### src/rtl/fetch_unit_pkg.sv
// Shared constants and the fetch FSM state encoding for the instruction-fetch stage.
package fetch_unit_pkg;
    localparam int              ADDR_W_DEF    = 32;
    localparam int              INSTR_W_DEF   = 32;
    localparam int              OPC_W         = 7;
    localparam logic [31:0]     RESET_PC_DEF  = 32'h0000_0000;
    localparam logic [31:0]     NOP_INSTR_DEF = 32'h0000_0013;

    typedef enum logic [1:0] {
        ST_BOOT,
        ST_RUN,
        ST_FULL,
        ST_DISCARD
    } fetch_state_e;
endpackage

### src/rtl/fetch_unit_if.sv
// Instruction-memory req/ack bus: fetch side is master, memory side is slave.
interface fetch_unit_if #(
    parameter int ADDR_W  = 32,
    parameter int INSTR_W = 32
);
    logic               imem_req;
    logic [ADDR_W-1:0]  imem_addr;
    logic               imem_ack;
    logic [INSTR_W-1:0] imem_rdata;

    modport master (output imem_req, imem_addr, input imem_ack, imem_rdata);
    modport slave  (input imem_req, imem_addr, output imem_ack, imem_rdata);
endinterface

### src/rtl/fetch_unit_if_id_reg.sv
// One {valid, pc, instr} pipeline entry with load/hold/flush; used for IF/ID and the skid slot.
module if_id_reg #(
    parameter int                 ADDR_W    = 32,
    parameter int                 INSTR_W   = 32,
    parameter logic [INSTR_W-1:0] NOP_INSTR = 32'h0000_0013
) (
    input  logic               clk,
    input  logic               arst,
    input  logic               load_i,
    input  logic               flush_i,
    input  logic               valid_i,
    input  logic [ADDR_W-1:0]  pc_i,
    input  logic [INSTR_W-1:0] instr_i,
    output logic               valid_o,
    output logic [ADDR_W-1:0]  pc_o,
    output logic [INSTR_W-1:0] instr_o
);
    logic               valid_q;
    logic [ADDR_W-1:0]  pc_q;
    logic [INSTR_W-1:0] instr_q;

    // Flush beats load so a redirect always leaves a bubble behind.
    always_ff @(posedge clk or posedge arst) begin
        if (arst) begin
            valid_q <= 1'b0;
            pc_q    <= '0;
            instr_q <= NOP_INSTR;
        end else if (flush_i) begin
            valid_q <= 1'b0;
            pc_q    <= '0;
            instr_q <= NOP_INSTR;
        end else if (load_i) begin
            valid_q <= valid_i;
            pc_q    <= pc_i;
            instr_q <= instr_i;
        end
    end

    assign valid_o = valid_q;
    assign pc_o    = pc_q;
    assign instr_o = instr_q;
endmodule

### src/rtl/fetch_unit.sv
// Instruction fetch stage: owns the PC, runs the imem req/ack handshake, feeds IF/ID.
module fetch_unit
    import fetch_unit_pkg::*;
#(
    parameter int                 ADDR_W    = ADDR_W_DEF,
    parameter int                 INSTR_W   = INSTR_W_DEF,
    parameter logic [ADDR_W-1:0]  RESET_PC  = RESET_PC_DEF,
    parameter logic [INSTR_W-1:0] NOP_INSTR = NOP_INSTR_DEF
) (
    input  logic               clk,
    input  logic               arst,
    input  logic               stall_i,
    input  logic               redirect_i,
    input  logic [ADDR_W-1:0]  redirect_pc_i,
    fetch_unit_if.master       imem,
    output logic               if_id_valid,
    output logic [ADDR_W-1:0]  if_id_pc,
    output logic [INSTR_W-1:0] if_id_instr,
    output logic [OPC_W-1:0]   if_id_opcode
);
    fetch_state_e       state_q, state_d;
    logic [ADDR_W-1:0]  pc_q, pc_d, addr_q, addr_d;
    logic               req_q, req_d;
    logic               ack, issue;
    logic               ifid_load, ifid_flush, skid_load, skid_flush, use_skid;
    logic               skid_valid;
    logic [ADDR_W-1:0]  skid_pc;
    logic [INSTR_W-1:0] skid_instr;

    // An ack only counts against an outstanding request.
    assign ack = imem.imem_ack & req_q;

    always_ff @(posedge clk or posedge arst) begin
        if (arst) begin
            state_q <= ST_BOOT;
            pc_q    <= RESET_PC;
            req_q   <= 1'b0;
            addr_q  <= RESET_PC;
        end else begin
            state_q <= state_d;
            pc_q    <= pc_d;
            req_q   <= req_d;
            addr_q  <= addr_d;
        end
    end

    always_comb begin
        state_d    = state_q;
        pc_d       = pc_q;
        req_d      = req_q;
        addr_d     = addr_q;
        issue      = 1'b0;
        ifid_load  = 1'b0;
        ifid_flush = 1'b0;
        skid_load  = 1'b0;
        skid_flush = 1'b0;
        use_skid   = 1'b0;
        if (redirect_i) begin
            ifid_flush = 1'b1;
            skid_flush = 1'b1;
            pc_d       = redirect_pc_i;
            // A request still in flight must be drained before refetching.
            if (req_q && !ack) begin
                state_d = ST_DISCARD;
            end else begin
                state_d = ST_RUN;
                req_d   = 1'b0;
            end
        end else begin
            case (state_q)
                ST_BOOT: state_d = ST_RUN;
                ST_RUN: begin
                    if (ack && stall_i) begin
                        skid_load = 1'b1;
                        req_d     = 1'b0;
                        state_d   = ST_FULL;
                    end else begin
                        ifid_load = ack;
                        issue     = !req_q || ack;
                    end
                end
                ST_FULL: begin
                    if (!stall_i) begin
                        ifid_load  = 1'b1;
                        use_skid   = 1'b1;
                        skid_flush = 1'b1;
                        issue      = 1'b1;
                        state_d    = ST_RUN;
                    end
                end
                ST_DISCARD: begin
                    if (ack) begin
                        issue   = 1'b1;
                        state_d = ST_RUN;
                    end
                end
                default: state_d = ST_BOOT;
            endcase
        end
        if (issue) begin
            req_d  = 1'b1;
            addr_d = pc_q;
            pc_d   = pc_q + ADDR_W'(4);
        end
    end

    if_id_reg #(.ADDR_W(ADDR_W), .INSTR_W(INSTR_W), .NOP_INSTR(NOP_INSTR)) u_skid (
        .clk     (clk),
        .arst    (arst),
        .load_i  (skid_load),
        .flush_i (skid_flush),
        .valid_i (1'b1),
        .pc_i    (addr_q),
        .instr_i (imem.imem_rdata),
        .valid_o (skid_valid),
        .pc_o    (skid_pc),
        .instr_o (skid_instr)
    );

    if_id_reg #(.ADDR_W(ADDR_W), .INSTR_W(INSTR_W), .NOP_INSTR(NOP_INSTR)) u_ifid (
        .clk     (clk),
        .arst    (arst),
        .load_i  (ifid_load),
        .flush_i (ifid_flush),
        .valid_i (use_skid ? skid_valid : 1'b1),
        .pc_i    (use_skid ? skid_pc : addr_q),
        .instr_i (use_skid ? skid_instr : imem.imem_rdata),
        .valid_o (if_id_valid),
        .pc_o    (if_id_pc),
        .instr_o (if_id_instr)
    );

    assign imem.imem_req  = req_q;
    assign imem.imem_addr = addr_q;
    assign if_id_opcode   = if_id_instr[OPC_W-1:0];
endmodule

### src/flat_wrapper.sv
// flat-port wrapper written by rule: the top's interface ports become plain ports
module fetch_unit_flat import fetch_unit_pkg::*;
#(
    parameter int                 ADDR_W    = ADDR_W_DEF,
    parameter int                 INSTR_W   = INSTR_W_DEF,
    parameter logic [ADDR_W-1:0]  RESET_PC  = RESET_PC_DEF,
    parameter logic [INSTR_W-1:0] NOP_INSTR = NOP_INSTR_DEF
)
  (clk, arst, stall_i, redirect_i, redirect_pc_i, if_id_valid, if_id_pc, if_id_instr, if_id_opcode, imem_imem_req, imem_imem_addr, imem_imem_ack, imem_imem_rdata);
  fetch_unit_if #(.ADDR_W(ADDR_W), .INSTR_W(INSTR_W)) imem_i ();
  input  logic clk;
  input  logic arst;
  input  logic stall_i;
  input  logic redirect_i;
  input  logic [ADDR_W-1:0] redirect_pc_i;
  output logic if_id_valid;
  output logic [ADDR_W-1:0] if_id_pc;
  output logic [INSTR_W-1:0] if_id_instr;
  output logic [OPC_W-1:0] if_id_opcode;
  output wire logic [$bits(imem_i.imem_req)-1:0] imem_imem_req;
  output wire logic [$bits(imem_i.imem_addr)-1:0] imem_imem_addr;
  input wire logic [$bits(imem_i.imem_ack)-1:0] imem_imem_ack;
  input wire logic [$bits(imem_i.imem_rdata)-1:0] imem_imem_rdata;
  assign imem_imem_req = imem_i.imem_req;
  assign imem_imem_addr = imem_i.imem_addr;
  assign imem_i.imem_ack = imem_imem_ack;
  assign imem_i.imem_rdata = imem_imem_rdata;
  fetch_unit #(.ADDR_W(ADDR_W), .INSTR_W(INSTR_W), .RESET_PC(RESET_PC), .NOP_INSTR(NOP_INSTR)) u_core (.clk(clk), .arst(arst), .stall_i(stall_i), .redirect_i(redirect_i), .redirect_pc_i(redirect_pc_i), .imem(imem_i), .if_id_valid(if_id_valid), .if_id_pc(if_id_pc), .if_id_instr(if_id_instr), .if_id_opcode(if_id_opcode));
endmodule
### config.mk
export PLATFORM = sky130hd
export DESIGN_NAME = fetch_unit_flat
export DESIGN_NICKNAME = d
export VERILOG_FILES = /design/src/rtl/fetch_unit_pkg.sv /design/src/rtl/fetch_unit_if.sv /design/src/rtl/fetch_unit_if_id_reg.sv /design/src/rtl/fetch_unit.sv /design/src/flat_wrapper.sv
export SDC_FILE = /design/constraint.sdc
export NUM_CORES = 1
export LEC_CHECK = 0
export BUFFER_PORTS_ARGS = -buffer_cell sky130_fd_sc_hd__buf_2
export CORE_UTILIZATION = 45
export CTS_CLUSTER_DIAMETER = 40
export DETAILED_ROUTE_END_ITERATION = 8
export GPL_ROUTABILITY_DRIVEN = 1
export HOLD_SLACK_MARGIN = 0.02
export MAX_ROUTING_LAYER = met4
export PLACE_DENSITY_LB_ADDON = 0.12
export SETUP_SLACK_MARGIN = 0.05
export SLEW_MARGIN = 15
export SYNTH_ARGS = -nofsm -noshare
export SYNTH_HDL_FRONTEND = slang
export SYNTH_SLANG_ARGS = --single-unit
### constraint.sdc
create_clock -name clk -period 12.5 [get_ports clk]
set_clock_uncertainty 0.2 [all_clocks]
set_input_delay 0.625 -clock clk [delete_from_list [all_inputs] [get_ports clk]]
set_output_delay 0.625 -clock clk [all_outputs]
set_load 0.01 [all_outputs]
==> run_results.csv <==
group,metric,value,unit
worst_setup_path,critPathCaptureType,"register",
layout,mostFrequentLayoutCell,"nand2_1",
yosys,async_flop_share,1.000,
pwr,vdd_drop_max,106.9,uV
clock_tree,cts_inserted_buffers,17,
sta,tns,0,ns
layout,drive_above_1_share,0.2456,
placement,dp_hpwl,13.28,mm
die,die_x,141.2,um
clock_tree,clk_pin_slew_worst_paths,0.06,ns
yosys,syn_area,8723,um^2
routing,vias,6662,
grt,antenna_found_initial,2,
yosys,synth_warnings,0,
die,fp.dieH,141.2,um
sta,rsz0062_at_grt,"false",
clock_tree,clock_path_buffers,2,
clock_tree,post_cts_buffers,0,
pwr,power_density,188.5,nW/um^2
yosys,synth_top_flop_cell,"dfrtp_1",
pwr,clkPwrFrac,0.280,
layout,regArea,4937,um^2
clock_tree,cts_tree,"yes",
die,design.die.area,19950,um^2
routing,firstDrtPassIters,4,
routing,vias_per_cell,5.188,
sta,setup_viol,0,
outcome,run_status,"complete, no violations",
yosys,syn_nets,954,
yosys,synth-edff-count,0,
clock_tree,ctsRootBufferMaster,"clkbuf_16",
sta,setup_ws,9.397,ns
layout,syn_to_final_growth,17.73,%
sta,fin_crit_sh,0.2482,
routing,wl,20.65,mm
pwr,switchingPower,0.0006396,W
grt,grt_max_degree,134,
pwr,p_sw_frac,0.3303,
clock_tree,cts_max_level,4,
sta,tightest_slew,1.116,ns
layout,final_nets,1084,
yosys,seq_area_frac_synth,0.5660,
die,pin_count,174,
pwr,leakagePower,4.657,nW
flow_run,cap_viol_max_count,0,
grt,grt_pass1_wl,33.72,mm
placement,io_buffers,173,
layout,final_cell_mix,"nand2_1 (231), dfrtp_1 (191), buf_2 (173), o21ai_0 (93), a21oi_1 (62)",
grt,grtUsageTotal,0.2241,
sta,layout_min_cycle_time,3.103,ns
pwr,seqPwrFrac,0.469,
grt,gr-total-overflow,0,
routing,initialDrtViolationCount,465,
placement,place_congestion,0.8077,
layout,multi_input_area,3448,um^2
die,core,18830,um^2
placement,place_ws,9.337,ns
sta,hold_viol,0,
hold_path,hold_path.class,"in -> async",
yosys,synth-seq-cells,197,
clock_tree,clk_latency,0.43,ns
routing,drc_errors,0,
pwr,intPower,0.001297,W
sta,slew_headroom,0.2558,
worst_setup_path,critPathRequiredTime,12.61,ns
worst_setup_path,arrival,3.22,ns
grt,grt_pass1_vias,6316,
pwr,power_frac_comb,0.251,
die,initial_core_util,0.4633,
clock_tree,cts_resized,0,
yosys,post_synth_num_cell_types,48,
die,core.rowCount,50,
sta,final_max_slew_viol_count,0,
clock_tree,clock_sinks,197,
clock_tree,cts_hold_repair.buffers,0,
worst_setup_path,cp-start-kind,"register",
yosys,avgSynthCellArea,9.913,um^2
routing,wl_per_cell,16.08,um
routing,antenna_left,0,
layout,fillCellCount,1727,
yosys,netlist_instances,880,
worst_setup_path,crit_path_max_fanout,33,
worst_setup_path,worstSetupPathType,"reg -> reg",
sta,fmax,322.3,MHz
per-layer routing:
layer | wire length [um] | part of all wire | global-route usage
met1 | 10270 | 0.50 | 0.3238
met2 | 9117 | 0.44 | 0.3197
met3 | 1035 | 0.050 | 0.04721
met4 | 230 | 0.011 | 0.05721
met5 | 0 | 0 | -
area by class of cell:
cell class,instances,area share
antenna,2,0.0004873
tap,260,0.03168
clock buffer,23,0.04751
sequential,197,0.4808
timing repair buffer,182,0.09089
multi-input combinational,605,0.3358
clock inverter,8,0.009625
inverter,7,0.003289
metrics by stage:
step / std cells / hold slack [ns] / util / area (um^2) / power (W)
CTS: 1282 / 0.1823 / 0.5451 / 10260 / 0.001959
global route: 1284 / 0.1887 / 0.5454 / 10270 / 0.002051
finish: 1284 / 0.1887 / 0.5454 / 10270 / 0.001936
global placement: 1251 / 0.2565 / 0.5140 / 9678 / 0.001403
floorplan: 880 / 0.2602 / - / 8723 / 0.001210
detailed placement: 1251 / 0.2645 / 0.5140 / 9678 / 0.001412
final timing paths:
kind | to | from | slack, ns | cells past startpoint
max reg2reg | u_core.imem.imem_addr[4]$_DFFE_PP0N_ | u_core.state_q[1]$_DFFE_PP0P_ | 9.40 | 7
min in group clk | u_core.pc_q[7]$_DFFE_PP0P_ | redirect_pc_i[7] | 0.20 | 3
min reg2reg | u_core.u_ifid.instr_o[8]$_DFFE_PP0P_ | u_core.u_ifid.instr_o[8]$_DFFE_PP0P_ | 0.27 | 2
min | u_core.u_skid.instr_o[3]$_DFFE_PP0P_ | arst | 0.19 | 2
max | u_core.imem.imem_addr[4]$_DFFE_PP0N_ | u_core.state_q[1]$_DFFE_PP0P_ | 9.40 | 7
max in group asynchronous | u_core.u_ifid.pc_o[18]$_DFFE_PP0P_ | arst | 10.50 | 3
sequential cells by signal, summed over array words and instances (netlist names):
signal	cells
u_core.imem.imem_addr	32
u_core.u_skid.pc_o	32
u_core.u_ifid.instr_o	32
u_core.imem.imem_req	1
u_core.u_ifid.valid_o	1
u_core.pc_q	32
u_core.u_skid.valid_o	1
u_core.u_ifid.pc_o	32
u_core.state_q	2
u_core.u_skid.instr_o	32
critical path, cell delays in order, from the launching register on:
cell      delay (ns)
dfrtp_1         0.41
inv_1           0.09
ha_1            0.26
or3b_4          0.42
o311ai_4        0.07
buf_4           0.35
and2_2          0.78
mux2_2          0.41
cell usage after synthesis, types with 2 or more instances:
cell / n / share of area
nand3_1: 16 / 0.0092
nand4_2: 2 / 0.0029
nand4_1: 17 / 0.012
xnor2_1: 4 / 0.0040
o22ai_1: 3 / 0.0022
a21oi_1: 62 / 0.036
dfstp_2: 6 / 0.018
buf_6: 5 / 0.0065
inv_1: 6 / 0.0026
nor2_1: 17 / 0.0073
clkbuf_1: 43 / 0.019
nand2_1: 232 / 0.10
buf_4: 9 / 0.0077
or3_1: 2 / 0.0014
a31oi_1: 3 / 0.0022
and4_1: 2 / 0.0020
xor2_1: 21 / 0.021
buf_1: 8 / 0.0034
buf_2: 6 / 0.0034
mux2_2: 16 / 0.021
and3_1: 2 / 0.0014
and2_1: 3 / 0.0022
o21ai_0: 93 / 0.053
mux2_1: 21 / 0.027
nor3_4: 2 / 0.0037
dfrtp_1: 191 / 0.55
a22oi_1: 61 / 0.052
ha_1: 5 / 0.0072
nor2b_1: 2 / 0.0014
nor4_2: 2 / 0.0029
power groups by stage:
| stage | clock (W) | sequential (W) | combinational, W |
|---|---|---|---|
| floorplan | 0 | 0.000925 | 0.000285 |
| global placement | 0 | 0.000920 | 0.000483 |
| detailed placement | 0 | 0.000921 | 0.000491 |
| CTS | 0.000556 | 0.000910 | 0.000493 |
| global route | 0.000582 | 0.000928 | 0.000541 |
| finish | 0.000542 | 0.000908 | 0.000486 |
cell families (layout without fill, tap and decap cells):
| logic type | count (synthesis) | in the layout | share of synthesized area |
|---|---|---|---|
| other cells | 0 | 2 | 0 |
| fa+ha+maj | 5 | 5 | 0.007172 |
| buf+inv | 78 | 220 | 0.04260 |
| mux | 38 | 38 | 0.04891 |
| simple gates | 308 | 308 | 0.1556 |
| flops | 197 | 197 | 0.5660 |
| xor+xnor | 25 | 25 | 0.02510 |
| compound gates | 229 | 229 | 0.1546 |
Power figures use the tool's default switching activity.
